<file path="config.mk">
export PLATFORM = sky130hd
export DESIGN_NAME = add_pipe
export DESIGN_NICKNAME = d
export VERILOG_FILES = /design/src/rtl/add_pipe.sv
export SDC_FILE = /design/constraint.sdc
export NUM_CORES = 1
export LEC_CHECK = 0
export ABC_AREA = 1
export CORE_UTILIZATION = 50
export CTS_BUF_LIST = sky130_fd_sc_hd__clkbuf_4 sky130_fd_sc_hd__clkbuf_8
export DETAILED_ROUTE_END_ITERATION = 10
export DONT_BUFFER_PORTS = 1
export PLACE_DENSITY_LB_ADDON = 0.2
export SYNTH_ARGS = -nofsm -noshare
export SYNTH_HDL_FRONTEND = slang
export SYNTH_SLANG_ARGS = --single-unit
</file>
<file path="constraint.sdc">
create_clock -name clk_i -period 2.81 [get_ports clk_i]
set_clock_uncertainty 0.05 [all_clocks]
set_input_delay 0.281 -clock clk_i [delete_from_list [all_inputs] [get_ports clk_i]]
set_output_delay 0.281 -clock clk_i [all_outputs]
set_load 0.01 [all_outputs]
</file>
<file path="src/rtl/add_pipe.sv">
// add_pipe: chunked, elastic, pipelined adder/subtractor/comparator.
//
// The WIDTH+1 bit sum A + B' + cin is computed WIDTH/STAGES bits at a time.
// Stage k adds chunk k using the carry registered by stage k-1, so no clock
// period contains a full-width carry chain. Operands, completed result chunks,
// op and (optionally) a running zero flag travel with each operation.
//
// Parameters
//   WIDTH   operand/result width (default 32)
//   STAGES  pipeline depth, 1..4, WIDTH must be a multiple of STAGES
//
// Ports
//   clk_i        sole clock, rising edge
//   rst_i        asynchronous active-high reset, empties the pipeline
//   in_valid_i   operation presented
//   in_ready_o   operation accepted when high with in_valid_i
//   op_i         00 ADD, 01 SUB, 10 SLT, 11 SLTU
//   opa_i/opb_i  operands A and B
//   flush_i      discard every in-flight operation (and the one offered now)
//   out_valid_o  result available
//   out_ready_i  consumer takes the result when high with out_valid_o
//   result_o     sum, or the SLT/SLTU 0/1 result
//   flags_o      {c, n, v, z} of the raw sum
//
// Build option
//   ADD_PIPE_FLAGS_EN  defined: flags_o carries {c,n,v,z}, including a
//                      pipelined running zero flag.
//                      undefined: flags_o is 0 and no zero registers exist.
module add_pipe #(
    parameter int WIDTH  = 32,
    parameter int STAGES = 2
) (
    input  logic             clk_i,
    input  logic             rst_i,
    input  logic             in_valid_i,
    output logic             in_ready_o,
    input  logic [1:0]       op_i,
    input  logic [WIDTH-1:0] opa_i,
    input  logic [WIDTH-1:0] opb_i,
    input  logic             flush_i,
    output logic             out_valid_o,
    input  logic             out_ready_i,
    output logic [WIDTH-1:0] result_o,
    output logic [3:0]       flags_o
);

    localparam int CW   = WIDTH / STAGES;
    localparam int LAST = STAGES - 1;

    localparam logic [1:0] OP_ADD  = 2'b00;
    localparam logic [1:0] OP_SLT  = 2'b10;
    localparam logic [1:0] OP_SLTU = 2'b11;

    // Per-stage state
    logic [STAGES-1:0] valid_q, valid_d;
    logic [STAGES-1:0] c_q, c_d;
    logic [WIDTH-1:0]  a_q   [STAGES];
    logic [WIDTH-1:0]  a_d   [STAGES];
    logic [WIDTH-1:0]  b_q   [STAGES];
    logic [WIDTH-1:0]  b_d   [STAGES];
    logic [WIDTH-1:0]  res_q [STAGES];
    logic [WIDTH-1:0]  res_d [STAGES];
    logic [1:0]        op_q  [STAGES];
    logic [1:0]        op_d  [STAGES];
`ifdef ADD_PIPE_FLAGS_EN
    logic [STAGES-1:0] z_q, z_d;
    logic [STAGES-1:0] src_z;
`endif

    // What each stage sees as its input: stage 0 the ports, others the
    // previous stage's registers.
    logic [WIDTH-1:0]  src_a   [STAGES];
    logic [WIDTH-1:0]  src_b   [STAGES];
    logic [WIDTH-1:0]  src_r   [STAGES];
    logic [1:0]        src_op  [STAGES];
    logic [STAGES-1:0] src_c;

    logic [STAGES-1:0] adv;    // stage hands its content onward this cycle
    logic [STAGES-1:0] load;   // stage captures new content this cycle
    logic              in_ready;

    // ------------------------------------------------------------------
    // Handshake: walk from the output back to the input. A stage may move
    // on when the slot after it is free, i.e. empty or itself moving on.
    // ------------------------------------------------------------------
    always_comb begin
        logic free;
        adv  = '0;
        load = '0;
        free = out_ready_i;
        for (int k = LAST; k >= 0; k--) begin
            adv[k] = valid_q[k] && free;
            free   = !valid_q[k] || adv[k];
        end
        in_ready = free;

        // An input offered together with flush is dropped.
        load[0] = in_valid_i && in_ready && !flush_i;
        for (int k = 1; k < STAGES; k++) begin
            load[k] = adv[k-1];
        end

        for (int k = 0; k < STAGES; k++) begin
            if (flush_i) begin
                valid_d[k] = 1'b0;
            end else if (load[k]) begin
                valid_d[k] = 1'b1;
            end else if (adv[k]) begin
                valid_d[k] = 1'b0;
            end else begin
                valid_d[k] = valid_q[k];
            end
        end
    end

    // ------------------------------------------------------------------
    // Datapath: stage k adds chunk k of the operands.
    // ------------------------------------------------------------------
    always_comb begin
        logic [CW:0] chunk;

        // B is inverted and cin forced to 1 for every subtract-style op.
        src_a[0]  = opa_i;
        src_b[0]  = (op_i == OP_ADD) ? opb_i : ~opb_i;
        src_r[0]  = '0;
        src_c[0]  = (op_i != OP_ADD);
        src_op[0] = op_i;
`ifdef ADD_PIPE_FLAGS_EN
        src_z[0]  = 1'b1;
`endif
        for (int k = 1; k < STAGES; k++) begin
            src_a[k]  = a_q[k-1];
            src_b[k]  = b_q[k-1];
            src_r[k]  = res_q[k-1];
            src_c[k]  = c_q[k-1];
            src_op[k] = op_q[k-1];
`ifdef ADD_PIPE_FLAGS_EN
            src_z[k]  = z_q[k-1];
`endif
        end

        chunk = '0;
        for (int k = 0; k < STAGES; k++) begin
            chunk = {1'b0, src_a[k][k*CW +: CW]}
                  + {1'b0, src_b[k][k*CW +: CW]}
                  + {{CW{1'b0}}, src_c[k]};
            a_d[k]   = src_a[k];
            b_d[k]   = src_b[k];
            op_d[k]  = src_op[k];
            res_d[k] = src_r[k];
            res_d[k][k*CW +: CW] = chunk[CW-1:0];
            c_d[k]   = chunk[CW];
`ifdef ADD_PIPE_FLAGS_EN
            z_d[k]   = src_z[k] && (chunk[CW-1:0] == '0);
`endif
        end
    end

    // ------------------------------------------------------------------
    // Stage registers. Data registers only move when a stage loads, which
    // keeps a stalled output stage stable.
    // ------------------------------------------------------------------
    always_ff @(posedge clk_i or posedge rst_i) begin
        if (rst_i) begin
            valid_q <= '0;
            c_q     <= '0;
`ifdef ADD_PIPE_FLAGS_EN
            z_q     <= '0;
`endif
            for (int k = 0; k < STAGES; k++) begin
                a_q[k]   <= '0;
                b_q[k]   <= '0;
                res_q[k] <= '0;
                op_q[k]  <= OP_ADD;
            end
        end else begin
            valid_q <= valid_d;
            for (int k = 0; k < STAGES; k++) begin
                if (load[k]) begin
                    a_q[k]   <= a_d[k];
                    b_q[k]   <= b_d[k];
                    res_q[k] <= res_d[k];
                    op_q[k]  <= op_d[k];
                    c_q[k]   <= c_d[k];
`ifdef ADD_PIPE_FLAGS_EN
                    z_q[k]   <= z_d[k];
`endif
                end
            end
        end
    end

    // ------------------------------------------------------------------
    // Output stage: the operand sign bits are still in the last stage's
    // registers, so n/v/c come straight from there.
    // ------------------------------------------------------------------
    logic n_w, v_w, c_w;

    always_comb begin
        n_w = res_q[LAST][WIDTH-1];
        v_w = (a_q[LAST][WIDTH-1] == b_q[LAST][WIDTH-1]) &&
              (res_q[LAST][WIDTH-1] != b_q[LAST][WIDTH-1]);
        c_w = c_q[LAST];

        case (op_q[LAST])
            OP_SLT:  result_o = {{(WIDTH-1){1'b0}}, n_w ^ v_w};
            OP_SLTU: result_o = {{(WIDTH-1){1'b0}}, ~c_w};
            default: result_o = res_q[LAST];
        endcase

`ifdef ADD_PIPE_FLAGS_EN
        flags_o = {c_w, n_w, v_w, z_q[LAST]};
`else
        flags_o = 4'b0000;
`endif
    end

    assign out_valid_o = valid_q[LAST];
    assign in_ready_o  = in_ready;

endmodule

</file>
### After elaboration in Yosys (flattened, before gate mapping)

Cells that the tools add are included.

| word-level totals | value |
|---|---|
| input bits | 71 |
| memories | 0 |
| register bits after elaboration | 184 |
| output and inout port bits | 38 |
| memory bits (read-only) | 0 |
| logic and storage cells | 45 |
| latch bits | 0 |
| bits in writable memories | 0 |

| cells by class | value |
|---|---|
| bitwise logic cells | 3 |
| magnitude comparators | 0 |
| shift-type cells | 0 |
| multiply operators | 0 |
| reductions and logical operators | 14 |
| equal/unequal tests | 4 |
| multiplexer cells | 8 |
| div/mod/pow operators | 0 |
| $add $sub $neg | 4 |

Operator list:

| operator | count |
|---|---|
| $pmux W32 S2 | 1 |
| $add A16 B16 Y17 | 2 |
| $add A17 B1 Y17 | 2 |
| $mux W32 | 1 |
| $not A32 Y32 | 1 |
| $mux W1 | 6 |
| $reduce_bool A3 Y1 | 2 |
| $logic_and A1 B1 Y1 | 5 |
| $eq A2 B2 Y1 const B | 2 |
| $logic_not A1 Y1 | 3 |
| $logic_not A2 Y1 | 1 |
| $logic_or A1 B1 Y1 | 2 |
| $reduce_bool A2 Y1 | 1 |
| $eq A1 B1 Y1 | 1 |
| $ne A1 B1 Y1 | 1 |
| $not A1 Y1 | 1 |
| $xor A1 B1 Y1 | 1 |

### Logic depth before layout (Yosys ltp)

| depth | value |
|---|---|
| depth after elaboration | 8 |
| gate-level depth with buffers | 17 |
| depth with buffers taken out | 16 |

### Worst setup path before layout

No wires, ideal clock.

| timing | value |
|---|---|
| path type | reg2reg |
| start point | register c_q[0] |
| end point | register res_q[26] in the netlist's numbering |
| stages on the path, launching flop included | 10 |
| slack | 750 ps |
| path buffers | 0 |
| clock period less this slack | 2060 ps |
| setup time | 125 ps |
| arrival | 1884 ps |
| data required time | 2635 ps |
| path through | dfrtp_1 fa_1 fa_1 nand2_1 nand3_1 nand3_1 nand2_1 a21oi_1 xor2_1 o21ai_1 |

| on the way | value |
|---|---|
| longest elaborated chain between the ends | 1 |

RTL lines:

| what | line | RTL |
|---|---|---|
| from (decl) | 56 | `logic [STAGES-1:0] c_q, c_d;` |
| from (signal, indexed assignment) | 184 | `c_q[k] <= c_d[k];` |
| $add A17 B1 Y17 | 146 | `+ {{CW{1'b0}}, src_c[k]};` |
| to (signal, indexed assignment) | 182 | `res_q[k] <= res_d[k];` |
| to (decl) | 61 | `logic [WIDTH-1:0] res_q [STAGES];` |

No other way between the ends.
A chain may end at the register's enable or synchronous reset.

### Final worst setup path

| timing | value |
|---|---|
| start point | register c_q[0] |
| end point | register res_q[28] in the netlist's numbering |

Same word-level chain as after synthesis.

==> flow_summary.rst <==
.. list-table::
   :header-rows: 1

   * - Metric
     - Value
   * - Run status
     - completed
   * - Gr usage total
     - 24.4%
   * - Largest delay share family, worst path
     - adder cells
   * - Most frequently used flop master after synthesis
     - sky130_fd_sc_hd__dfrtp_1
   * - CTS root buf
     - sky130_fd_sc_hd__clkbuf_8
   * - Syn Inst Count
     - 725
   * - Post-synth ARST share
     - 100%
   * - Worst R2R Setup Slack
     - 540 ps
   * - Antenna violations before repair
     - 0
   * - Area of the multi-input gates
     - 0.00279 mm2
   * - Crit-path most repeated cell
     - sky130_fd_sc_hd__nand3_1
   * - Worst Hold Endpoint
     - a_d[29]
   * - Number of synthesized flops with an enable pin
     - 0
   * - Antenna diode count
     - 0
   * - Crit-path max cell delay
     - 470 ps
   * - CP cell instances
     - fa_1, fa_1, nand2_1, nand3_1, and2_1, nand4_1, nand3_1, nand2_1, nand3_1, o21ai_0
   * - VDD IR max
     - 0.000332 V
   * - Area share of the largest cell type after synthesis
     - 41.2%
   * - Flip-flop and latch count after synthesis
     - 90
   * - Hold Startpoint
     - opa_i[29]
   * - Setup-failing EPs final
     - 0
   * - Relative contribution of sequential cells to total power
     - 41.8%
   * - Die footprint
     - 0.0114 mm2
   * - Critical path arrival
     - 2510 ps
   * - Worst-path clk slew
     - 100 ps
   * - Number of DRC violations after detailed-routing iteration 0
     - 200
   * - Routed wirelength normalized by instance count
     - 14.7 um
   * - Biggest area contributors in the synthesized netlist
     - sky130_fd_sc_hd__dfrtp_1, sky130_fd_sc_hd__nand2_1, sky130_fd_sc_hd__ha_1
   * - Crit. End Element
     - flip-flop
   * - Via count of the first global-routing pass
     - 4419
   * - Fraction of final layout cells with drive strength greater than 1
     - 4.99%
   * - Setup repair after global routing missed its margin
     - no
   * - Hold Fails Final Rpt
     - 0
   * - Total I/O pin count
     - 109
   * - Proportion of power drawn by combinational gates
     - 33.3%
   * - CTS H-tree lvls
     - 3
   * - Total number of cells along the worst setup path
     - 10
   * - Cell type of the slowest stage on the worst timing path
     - sky130_fd_sc_hd__fa_1
   * - Synthesis warning total
     - 0
   * - Count of TritonRoute iterations in the first routing pass
     - 4
   * - Total power per unit cell area
     - 691 mW/mm2
   * - Beginning of the worst register-to-register path
     - c_q[0]
   * - Worst-Margin Slew
     - 636 ps
   * - Relative area change from synthesis to final layout
     - 9.34%
   * - Area of the core region
     - 0.0105 mm2
   * - CTS tree
     - yes
   * - Num Clock Sinks
     - 90
   * - Required time at the worst-slack endpoint
     - 3050 ps
   * - Number of distinct library cell variants in the gate-level netlist after synthesis
     - 36
   * - Port bufs
     - 0
   * - Critical R2R Capture
     - res_q[28]
   * - Leading cell types in the layout, fill and taps excluded
     - sky130_fd_sc_hd__nand2_1, sky130_fd_sc_hd__dfrtp_1, sky130_fd_sc_hd__inv_1
   * - Cell taking the most area after synthesis
     - sky130_fd_sc_hd__dfrtp_1
   * - Nature of the critical path startpoint
     - flip-flop
   * - Max-slew violation count
     - 0
   * - Detail Route Antenna Nets
     - 0
   * - HP Class
     - input pin to flip-flop
   * - Critical path buffers and inverters
     - 0
   * - Switching power total
     - 1.54 mW
   * - Die Span X
     - 107 um
   * - Average vias per placed instance
     - 5.20
   * - Initial cell density of the core
     - 52.3%
   * - Final critical delay including setup and external delays
     - 2270 ps
   * - WHS
     - 8.30 ps
   * - Critical path peak fanout
     - 3
   * - Sequential element share of the synthesized area
     - 41.2%
   * - Congestion Overflow GR
     - 0
   * - Max-capacitance violation count
     - 0
   * - Global-route wire length before repair
     - 21600 um
   * - Most common cell after layout, fill and taps aside
     - sky130_fd_sc_hd__nand2_1
   * - Fraction of power consumed by the clock network
     - 24.8%
   * - Worst rel slew slack
     - 57.1%
   * - Design Power
     - 4.13 mW
   * - Final net count
     - 841
   * - Fmax
     - 441 MHz
   * - Hold Path Cell Cnt
     - 2
   * - Clock buffer count from CTS
     - 9
   * - Average size of a mapped cell
     - 7.54 um2
   * - Final routed DRC violation total
     - 0
   * - Pin count of the biggest net entering global routing
     - 69
   * - Final critical-path share of the clock period
     - 80.7%
   * - Worst reg-to-reg path cell count
     - 10
   * - DP HPWL
     - 9770 um
   * - Clock insertion delay at the later pin of the skew report
     - 370 ps
   * - Static power due to leakage
     - 3.05 nW
   * - Filler instances
     - 1022
   * - Number of core rows
     - 37
   * - Placer's final routability congestion estimate
     - 0.890
   * - Switching Share
     - 37.2%
   * - Critical path class
     - flip-flop to flip-flop
   * - Die boundary height
     - 107 um
   * - Internal Pwr Total
     - 2.59 mW
   * - Buffer levels on the longest clock path
     - 2
   * - Total Wirelength
     - 12900 um
   * - Sequential cell area
     - 0.00225 mm2
   * - Total via count in the routed design
     - 4560
   * - Netlist area before placement
     - 0.00547 mm2
   * - Post-route setup TNS
     - 0 ps
-- cell families (layout without fill, tap and decap cells) --
group           count (synthesis)  in the layout  share of synthesized area (%)
buf+inv                       107            120                           8.01
compound gates                114            114                           11.2
simple gates                  341            341                           25.2
flops                          90             90                           41.2
fa+ha+maj                      34             34                           8.19
xor+xnor                       38             38                           6.09
other cells                     1              4                         0.0686
-- cell usage after synthesis, drive strengths merged, types with 2 or more instances --
cell type	number
ha	31
dfrtp	90
nor2	65
or2	4
nor3	4
nand2	222
inv	79
fa	3
clkbuf	13
o21ai	64
a31oi	6
and2	3
xnor2	22
o21bai	3
buf	15
a21o	2
a21oi	30
nand4	3
nand3	38
o21a	2
xor2	16
o22ai	5
-- power groups by stage --
stage               registers [mW]  logic [mW]  clock network [mW]
finish                        1.73        1.38                1.03
global route                  1.76        1.59                1.10
CTS                           1.73        1.38                1.05
detailed placement            1.75        1.35                   0
global placement              1.74        1.33                   0
floorplan                     1.70        1.07                   0
-- cell type report --
type	instances	area share [%]
well taps	136	2.85
multi-input cells	531	46.7
clock buffers	10	2.30
flip-flops and latches	90	37.7
clock inverters	6	1.61
inverters	79	4.98
repair buffers	25	3.89
-- layer usage --
layer,global-route usage (%),routed length [um],vias to the layer above
met5,0,0,-
met1,38.6,6870,2108
met3,4.98,665,7
li1,-,-,2323
met4,5.28,81,0
met2,34.1,5260,122
-- worst max-delay path by stage --
| stage | end | slack [ps] | start |
|---|---|---|---|
| CTS | res_q[26] | 570 | c_q[0] |
| detailed placement | res_d[7] | 370 | op_i[0] |
| global placement | res_d[7] | 440 | op_i[1] |
| global route | res_q[28] | 370 | c_q[0] |
| finish | res_q[28] | 540 | c_q[0] |
| floorplan | a_d[16] | 140 | rst_i |
-- timing repair --
| item | CTS | global route |
|---|---|---|
| gates resized for setup | 0 | 0 |
| buffers inserted | 0 | 0 |
| hold buffers | 18 | 0 |
| hold endpoints to repair | 48 | 0 |
-- sequential cells by signal, summed over array words and instances, names as in the netlist --
name	count
res_q	31
a_d	16
b_d	16
res_d	16
c_q	2
op_d	2
op_q	2
valid_q	2
a_q	1
b_q	1
n_w	1
-- worst register-to-register path: stages, from the launching register on --
cell	delay, ps
sky130_fd_sc_hd__dfrtp_1	410
sky130_fd_sc_hd__fa_1	470
sky130_fd_sc_hd__fa_1	390
sky130_fd_sc_hd__nand2_1	100
sky130_fd_sc_hd__nand3_1	90
sky130_fd_sc_hd__and2_1	180
sky130_fd_sc_hd__nand4_1	100
sky130_fd_sc_hd__nand3_1	100
sky130_fd_sc_hd__nand2_1	70
sky130_fd_sc_hd__nand3_1	110
sky130_fd_sc_hd__o21ai_0	120
-- metrics by stage --
stage / worst slack (ps) / instances / area [um2] / utilization (%)
floorplan: 144 / 728 / 5480 / -
global placement: 440 / 843 / 5560 / 53.2
detailed placement: 374 / 843 / 5560 / 53.2
CTS: 573 / 877 / 5980 / 57.1
global route: 367 / 877 / 5980 / 57.1
finish: 542 / 877 / 5980 / 57.1
No activity file was read; power rests on OpenSTA's default activity.
